$ cat src/rtl/tl_bus_arbiter_if.sv
// TileLink-UL channel A/D bundle shared by the fetch/LSU requesters and memory.
// One transaction outstanding at a time, so source IDs pass through untouched.
interface tl_bus_arbiter_if;
    logic        a_valid;
    logic        a_ready;
    logic [2:0]  a_opcode;
    logic [2:0]  a_size;
    logic [31:0] a_address;
    logic [7:0]  a_mask;
    logic [63:0] a_data;
    logic [3:0]  a_source;
    logic        d_valid;
    logic        d_ready;
    logic [2:0]  d_opcode;
    logic [63:0] d_data;
    logic [3:0]  d_source;

    modport master (
        output a_valid, a_opcode, a_size, a_address,
        output a_mask, a_data, a_source, d_ready,
        input  a_ready, d_valid, d_opcode, d_data, d_source
    );

    modport slave (
        input  a_valid, a_opcode, a_size, a_address,
        input  a_mask, a_data, a_source, d_ready,
        output a_ready, d_valid, d_opcode, d_data, d_source
    );
endinterface

$ cat src/rtl/tl_bus_arbiter.sv
// Two-requester TileLink-UL arbiter: I-cache refill (m0) and D-cache/LSU (m1)
// share one memory port, one A beat and one D beat per grant.
module tl_bus_arbiter #(
    parameter int FIXED_PRIO = 0,
    parameter int TIMEOUT    = 1024,
    parameter int CNT_W      = 16
) (
    input  logic                    clk,
    input  logic                    rst_n,
    tl_bus_arbiter_if.slave         m0,
    tl_bus_arbiter_if.slave         m1,
    tl_bus_arbiter_if.master        s,
    output logic [1:0]              grant,
    output logic                    busy,
    output logic                    timeout_err
);
    typedef enum logic [1:0] {
        S_IDLE,
        S_ADDR,
        S_DATA
    } state_e;

    localparam logic [CNT_W-1:0] TO_LIM = CNT_W'(TIMEOUT);
    localparam bit               WD_EN  = (TIMEOUT != 0);

    state_e           state_q, state_d;
    logic [1:0]       sel_q, sel_d;
    logic             last_q, last_d;
    logic [CNT_W-1:0] cnt_q, cnt_d;
    logic             busy_q, busy_d;
    logic             terr_q, terr_d;

    logic       in_addr, in_data;
    logic       req_a_valid, req_d_ready;
    logic       a_hs, d_hs;
    logic [1:0] win;

    assign in_addr     = (state_q == S_ADDR);
    assign in_data     = (state_q == S_DATA);
    assign req_a_valid = sel_q[1] ? m1.a_valid : m0.a_valid;
    assign req_d_ready = sel_q[1] ? m1.d_ready : m0.d_ready;
    assign a_hs        = in_addr && req_a_valid && s.a_ready;
    assign d_hs        = in_data && s.d_valid && req_d_ready;

    // A payload follows the owner; only the valid is gated by state.
    assign s.a_opcode  = sel_q[1] ? m1.a_opcode  : m0.a_opcode;
    assign s.a_size    = sel_q[1] ? m1.a_size    : m0.a_size;
    assign s.a_address = sel_q[1] ? m1.a_address : m0.a_address;
    assign s.a_mask    = sel_q[1] ? m1.a_mask    : m0.a_mask;
    assign s.a_data    = sel_q[1] ? m1.a_data    : m0.a_data;
    assign s.a_source  = sel_q[1] ? m1.a_source  : m0.a_source;
    assign s.a_valid   = in_addr && req_a_valid;
    assign s.d_ready   = in_data && req_d_ready;

    assign m0.a_ready  = in_addr && sel_q[0] && s.a_ready;
    assign m1.a_ready  = in_addr && sel_q[1] && s.a_ready;
    assign m0.d_valid  = in_data && sel_q[0] && s.d_valid;
    assign m1.d_valid  = in_data && sel_q[1] && s.d_valid;
    assign m0.d_opcode = s.d_opcode;
    assign m0.d_data   = s.d_data;
    assign m0.d_source = s.d_source;
    assign m1.d_opcode = s.d_opcode;
    assign m1.d_data   = s.d_data;
    assign m1.d_source = s.d_source;

    // last_q = 1 means m1 was served last, so m0 takes the next tie.
    always_comb begin
        win = 2'b10;
        if (m0.a_valid && m1.a_valid) begin
            win = ((FIXED_PRIO != 0) || last_q) ? 2'b01 : 2'b10;
        end else if (m0.a_valid) begin
            win = 2'b01;
        end
    end

    always_comb begin
        state_d = state_q;
        sel_d   = sel_q;
        last_d  = last_q;
        cnt_d   = cnt_q;
        terr_d  = terr_q;
        unique case (state_q)
            S_IDLE: begin
                if (m0.a_valid || m1.a_valid) begin
                    state_d = S_ADDR;
                    sel_d   = win;
                end
            end
            S_ADDR: begin
                if (a_hs) begin
                    state_d = S_DATA;
                    cnt_d   = '0;
                end
            end
            S_DATA: begin
                if (d_hs) begin
                    state_d = S_IDLE;
                    last_d  = sel_q[1];
                    sel_d   = '0;
                end else if (cnt_q != '1) begin
                    cnt_d = cnt_q + 1'b1;
                end
            end
            default: begin
                state_d = S_IDLE;
                sel_d   = '0;
            end
        endcase
        if (WD_EN && in_data && !d_hs && (cnt_d >= TO_LIM)) begin
            terr_d = 1'b1;
        end
        busy_d = (state_d != S_IDLE);
    end

    always_ff @(posedge clk or negedge rst_n) begin
        if (!rst_n) begin
            state_q <= S_IDLE;
            sel_q   <= '0;
            last_q  <= 1'b1;
            cnt_q   <= '0;
            busy_q  <= 1'b0;
            terr_q  <= 1'b0;
        end else begin
            state_q <= state_d;
            sel_q   <= sel_d;
            last_q  <= last_d;
            cnt_q   <= cnt_d;
            busy_q  <= busy_d;
            terr_q  <= terr_d;
        end
    end

    assign grant       = sel_q;
    assign busy        = busy_q;
    assign timeout_err = terr_q;
endmodule

$ cat src/flat_wrapper.sv
// flat-port wrapper written by rule: the top's interface ports become plain ports
module tl_bus_arbiter_flat 
#(
    parameter int FIXED_PRIO = 0,
    parameter int TIMEOUT    = 1024,
    parameter int CNT_W      = 16
)
  (clk, rst_n, grant, busy, timeout_err, m0_a_valid, m0_a_opcode, m0_a_size, m0_a_address, m0_a_mask, m0_a_data, m0_a_source, m0_d_ready, m0_a_ready, m0_d_valid, m0_d_opcode, m0_d_data, m0_d_source, m1_a_valid, m1_a_opcode, m1_a_size, m1_a_address, m1_a_mask, m1_a_data, m1_a_source, m1_d_ready, m1_a_ready, m1_d_valid, m1_d_opcode, m1_d_data, m1_d_source, s_a_valid, s_a_opcode, s_a_size, s_a_address, s_a_mask, s_a_data, s_a_source, s_d_ready, s_a_ready, s_d_valid, s_d_opcode, s_d_data, s_d_source);
  tl_bus_arbiter_if m0_i ();
  tl_bus_arbiter_if m1_i ();
  tl_bus_arbiter_if s_i ();
  input  logic clk;
  input  logic rst_n;
  output logic [1:0] grant;
  output logic busy;
  output logic timeout_err;
  input wire logic [$bits(m0_i.a_valid)-1:0] m0_a_valid;
  input wire logic [$bits(m0_i.a_opcode)-1:0] m0_a_opcode;
  input wire logic [$bits(m0_i.a_size)-1:0] m0_a_size;
  input wire logic [$bits(m0_i.a_address)-1:0] m0_a_address;
  input wire logic [$bits(m0_i.a_mask)-1:0] m0_a_mask;
  input wire logic [$bits(m0_i.a_data)-1:0] m0_a_data;
  input wire logic [$bits(m0_i.a_source)-1:0] m0_a_source;
  input wire logic [$bits(m0_i.d_ready)-1:0] m0_d_ready;
  output wire logic [$bits(m0_i.a_ready)-1:0] m0_a_ready;
  output wire logic [$bits(m0_i.d_valid)-1:0] m0_d_valid;
  output wire logic [$bits(m0_i.d_opcode)-1:0] m0_d_opcode;
  output wire logic [$bits(m0_i.d_data)-1:0] m0_d_data;
  output wire logic [$bits(m0_i.d_source)-1:0] m0_d_source;
  input wire logic [$bits(m1_i.a_valid)-1:0] m1_a_valid;
  input wire logic [$bits(m1_i.a_opcode)-1:0] m1_a_opcode;
  input wire logic [$bits(m1_i.a_size)-1:0] m1_a_size;
  input wire logic [$bits(m1_i.a_address)-1:0] m1_a_address;
  input wire logic [$bits(m1_i.a_mask)-1:0] m1_a_mask;
  input wire logic [$bits(m1_i.a_data)-1:0] m1_a_data;
  input wire logic [$bits(m1_i.a_source)-1:0] m1_a_source;
  input wire logic [$bits(m1_i.d_ready)-1:0] m1_d_ready;
  output wire logic [$bits(m1_i.a_ready)-1:0] m1_a_ready;
  output wire logic [$bits(m1_i.d_valid)-1:0] m1_d_valid;
  output wire logic [$bits(m1_i.d_opcode)-1:0] m1_d_opcode;
  output wire logic [$bits(m1_i.d_data)-1:0] m1_d_data;
  output wire logic [$bits(m1_i.d_source)-1:0] m1_d_source;
  output wire logic [$bits(s_i.a_valid)-1:0] s_a_valid;
  output wire logic [$bits(s_i.a_opcode)-1:0] s_a_opcode;
  output wire logic [$bits(s_i.a_size)-1:0] s_a_size;
  output wire logic [$bits(s_i.a_address)-1:0] s_a_address;
  output wire logic [$bits(s_i.a_mask)-1:0] s_a_mask;
  output wire logic [$bits(s_i.a_data)-1:0] s_a_data;
  output wire logic [$bits(s_i.a_source)-1:0] s_a_source;
  output wire logic [$bits(s_i.d_ready)-1:0] s_d_ready;
  input wire logic [$bits(s_i.a_ready)-1:0] s_a_ready;
  input wire logic [$bits(s_i.d_valid)-1:0] s_d_valid;
  input wire logic [$bits(s_i.d_opcode)-1:0] s_d_opcode;
  input wire logic [$bits(s_i.d_data)-1:0] s_d_data;
  input wire logic [$bits(s_i.d_source)-1:0] s_d_source;
  assign m0_i.a_valid = m0_a_valid;
  assign m0_i.a_opcode = m0_a_opcode;
  assign m0_i.a_size = m0_a_size;
  assign m0_i.a_address = m0_a_address;
  assign m0_i.a_mask = m0_a_mask;
  assign m0_i.a_data = m0_a_data;
  assign m0_i.a_source = m0_a_source;
  assign m0_i.d_ready = m0_d_ready;
  assign m0_a_ready = m0_i.a_ready;
  assign m0_d_valid = m0_i.d_valid;
  assign m0_d_opcode = m0_i.d_opcode;
  assign m0_d_data = m0_i.d_data;
  assign m0_d_source = m0_i.d_source;
  assign m1_i.a_valid = m1_a_valid;
  assign m1_i.a_opcode = m1_a_opcode;
  assign m1_i.a_size = m1_a_size;
  assign m1_i.a_address = m1_a_address;
  assign m1_i.a_mask = m1_a_mask;
  assign m1_i.a_data = m1_a_data;
  assign m1_i.a_source = m1_a_source;
  assign m1_i.d_ready = m1_d_ready;
  assign m1_a_ready = m1_i.a_ready;
  assign m1_d_valid = m1_i.d_valid;
  assign m1_d_opcode = m1_i.d_opcode;
  assign m1_d_data = m1_i.d_data;
  assign m1_d_source = m1_i.d_source;
  assign s_a_valid = s_i.a_valid;
  assign s_a_opcode = s_i.a_opcode;
  assign s_a_size = s_i.a_size;
  assign s_a_address = s_i.a_address;
  assign s_a_mask = s_i.a_mask;
  assign s_a_data = s_i.a_data;
  assign s_a_source = s_i.a_source;
  assign s_d_ready = s_i.d_ready;
  assign s_i.a_ready = s_a_ready;
  assign s_i.d_valid = s_d_valid;
  assign s_i.d_opcode = s_d_opcode;
  assign s_i.d_data = s_d_data;
  assign s_i.d_source = s_d_source;
  tl_bus_arbiter #(.FIXED_PRIO(FIXED_PRIO), .TIMEOUT(TIMEOUT), .CNT_W(CNT_W)) u_core (.clk(clk), .rst_n(rst_n), .m0(m0_i), .m1(m1_i), .s(s_i), .grant(grant), .busy(busy), .timeout_err(timeout_err));
endmodule
$ cat config.mk
export PLATFORM = sky130hd
export DESIGN_NAME = tl_bus_arbiter_flat
export DESIGN_NICKNAME = d
export VERILOG_FILES = /design/src/rtl/tl_bus_arbiter_if.sv /design/src/rtl/tl_bus_arbiter.sv /design/src/flat_wrapper.sv
export SDC_FILE = /design/constraint.sdc
export NUM_CORES = 1
export LEC_CHECK = 0
export BUFFER_PORTS_ARGS = -buffer_cell sky130_fd_sc_hd__buf_4
export CORE_AREA = 3 3 224 226
export DETAILED_ROUTE_END_ITERATION = 8
export DIE_AREA = 0 0 227 229
export PLACE_DENSITY_LB_ADDON = 0.2
export SETUP_SLACK_MARGIN = 0.4
export SLEW_MARGIN = 20
export SYNTH_ARGS = -nofsm -noshare
export SYNTH_HDL_FRONTEND = slang
export SYNTH_SLANG_ARGS = --single-unit
export TNS_END_PERCENT = 20
$ cat constraint.sdc
create_clock -name clk -period 6.7 [get_ports clk]
set_clock_uncertainty 0.05 [all_clocks]
set_input_delay 0.67 -clock clk [delete_from_list [all_inputs] [get_ports clk]]
set_output_delay 0.67 -clock clk [all_outputs]
set_load 0.03 [all_outputs]
==> reports/metrics.yaml <==
drt-initial-drc-count: 181
dp_hpwl_mm: 21.5
grt_start_max_net_pins: 73
ys_ff_latch: 23
syn_nets: 746
firstDrtPassIters: 4
syn_inst: 434
cp-start-kind: "flop"
clk_path_buf_depth: 2
cts_tree: "yes"
relSlewSlack: 0.354
core_area_um2: 48500
tns_ns: 0
clk_latency_ns: 0.26
cts_setup_buffers: 0
grt_antenna_before_repair: 1
cts-hold-fix-buffers: 0
htreeDepth: 1
synth_top_cell_by_area: "mux2_2"
crit_required_ns: 5.98
ys_types: 46
drt_wl_total_mm: 24.3
cts_buffers: 3
slowest_delay_ns: 0.84
synth.avg_cell_area_um2: 8.90
final_util: 0.129
max_freq_mhz: 292
root_buffer: "clkbuf_16"
p_per_area_nw_per_um2: 260
synthArstFlopShare: 1.00
end_kind: "output port"
gp_congestion: 0.750
holdCritPathClass: "in -> async"
cp_slowest_cell: "dfrtp_4"
grt-ovfl-total: 0
leakage_nw: 2.81
synth_area_um2: 3860
min_period_ns: 3.43
cts_resized: 0
vias: 3898
setup_violations: 0
n_fill_cell: 5567
cp_max_fo: 72
worst_pin_slew_ns: 0.969
cts.sinks: 23
drc: 0
ff2ff_setup_slack_ns: 3.75
wl_per_cell_um: 19.3
clk_pin_slew_ns: 0.07
synthFlopType: "dfrtp_1"
irDropWorstVdd_mv: 0.0937
cp.arrival_ns: 2.71
routed_via_density: 3.09
cp_num_buf_inv: 2
grt_pass1_wl_mm: 30.1
multi_input_area_um2: 2110
syn2layout_area_growth_pct: 62.6
path_cells: "buf_4 -> mux2_2 -> buf_4"
die_height_um: 229
drive_gt1_frac: 0.776
worstSetupPathType: "reg -> out"
final_antenna_net_count: 0
dp.cells: 1255
num_rows: 81
synth_top_area_frac: 0.332
numPortBuffers: 359
final_max_slew_viol_count: 0
die_x_um: 227
io_pins: 573
outcome: "finished, final reports clean"
synth_area_leaders: "mux2_2 33%, buf_4 28%, dfrtp_1 14%"
layoutNonFillerInstCount: 1260
die-area_um2: 52000
grt_pass1_vias: 3879
grtUsageTotal: 0.0832
path_common_cell: "buf_4"
seq_area_um2: 581
p_total_mw: 1.63
rsz0062_at_grt: "no"
cap_violations: 0
synth_enable_flop_cells: 0
fin_crit_sh: 0.512
final_net_count: 950
initial_core_util: 0.0795
finalHoldViolCount: 0
yosys_warnings: 0
crit_family: "buffers and inverters"
yosysSeqAreaShare: 0.149
## cells in the mapped netlist (3+ instances only)
| library cell | n |
|---|---|
| and3_1 | 4 |
| clkbuf_1 | 14 |
| nor3_1 | 3 |
| nand3_1 | 5 |
| nor2_1 | 5 |
| nor2b_1 | 3 |
| o21ai_0 | 16 |
| buf_4 | 142 |
| nand4_1 | 8 |
| nand2_1 | 19 |
| nor4_1 | 3 |
| or3_1 | 3 |
| mux2_2 | 114 |
| or2_2 | 4 |
| a21oi_1 | 13 |
| a31oi_1 | 3 |
| dfrtp_1 | 22 |
| ha_1 | 5 |
| inv_1 | 8 |
| mux2i_1 | 3 |
| o31ai_1 | 5 |
## final cells by class
type,instances,share of cell area
repair buffers,360,0.430
flip-flops and latches,23,0.0924
clock buffers,4,0.0126
diodes,1,0.000398
well taps,622,0.124
multi-input cells,242,0.336
inverters,8,0.00478
## per-stage QoR
step | setup WS (ns) | hold WS (ns) | instance area [µm²]
finish | 3.27 | 0.250 | 6280
global route | 3.13 | 0.275 | 6280
CTS | 3.20 | 0.270 | 6280
detailed placement | 3.48 | 0.410 | 6200
global placement | 3.46 | 0.412 | 6200
floorplan | 3.97 | 0.324 | 3860
## cells in the final DEF (no fill, tap or decap), drive strengths merged
cell type,Yosys,layout
a21o,2,2
a21oi,13,13
a22o,1,1
a2bb2oi,1,1
a31oi,3,3
a32o,1,1
and2,2,2
and3,5,5
and4,1,1
buf,147,360
clkbuf,14,4
dfrtp,22,22
dfstp,1,1
diode,0,1
ha,5,5
inv,8,8
mux2,114,114
mux2i,3,3
nand2,19,19
nand2b,2,2
nand3,5,5
nand3b,2,2
nand4,10,10
nor2,5,5
nor2b,3,3
nor3,3,3
nor3b,1,1
nor4,5,5
o21a,1,1
o21ai,17,17
o2bb2ai,1,1
o311a,1,1
o31ai,5,5
or2,5,5
or3,3,3
or4,1,1
xnor2,2,2
## where the power goes
part / switching, mW / total (mW) / internal, mW
logic: 0.723 / 1.28 / 0.556
registers: 0.0591 / 0.219 / 0.160
clock network: 0.0537 / 0.135 / 0.0814
## cells by family (layout without fill, tap and decap cells)
group           count (synthesis)  in the layout  synth area share
mux                           117            117             0.340
compound gates                 46             46            0.0726
buf+inv                       169            372             0.305
simple gates                   72             72             0.112
other cells                     0              1                 0
flops                          23             23             0.149
xor+xnor                        2              2           0.00454
fa+ha+maj                       5              5            0.0162
## sequential cells by signal (all words and copies together), names as in the netlist
signal              flops
u_core.busy             1
u_core.cnt_q           16
u_core.grant            2
u_core.last_q           1
u_core.state_q          2
u_core.timeout_err      1
## worst paths after layout
kind | startpoint | to | depth (start not counted)
worst max-delay path | u_core.grant[1] | s_a_data[20] | 3
worst min-delay path | rst_n | u_core.cnt_q[4] | 1
worst max register to register | u_core.grant[1] | u_core.timeout_err | 6
worst min register to register | u_core.last_q | u_core.last_q | 2
max in group asynchronous | rst_n | u_core.last_q | 1
min in group clk | u_core.last_q | u_core.last_q | 2
## layer usage
metal,track usage,wire length [µm]
met5,0.0104,0
met4,0.0398,1110
met3,0.0654,4730
met2,0.125,10300
met1,0.0825,8140
## worst register-to-register path, stage by stage, from the launching register on
cell and delay [ns]:
dfrtp_4 0.84, mux2i_1 0.25, o21ai_0 0.35, nand2_1 0.43, o311a_2 0.53, nor4_2 0.28
a21oi_1 0.10
Note: power is estimated with default switching activity, not from simulation.
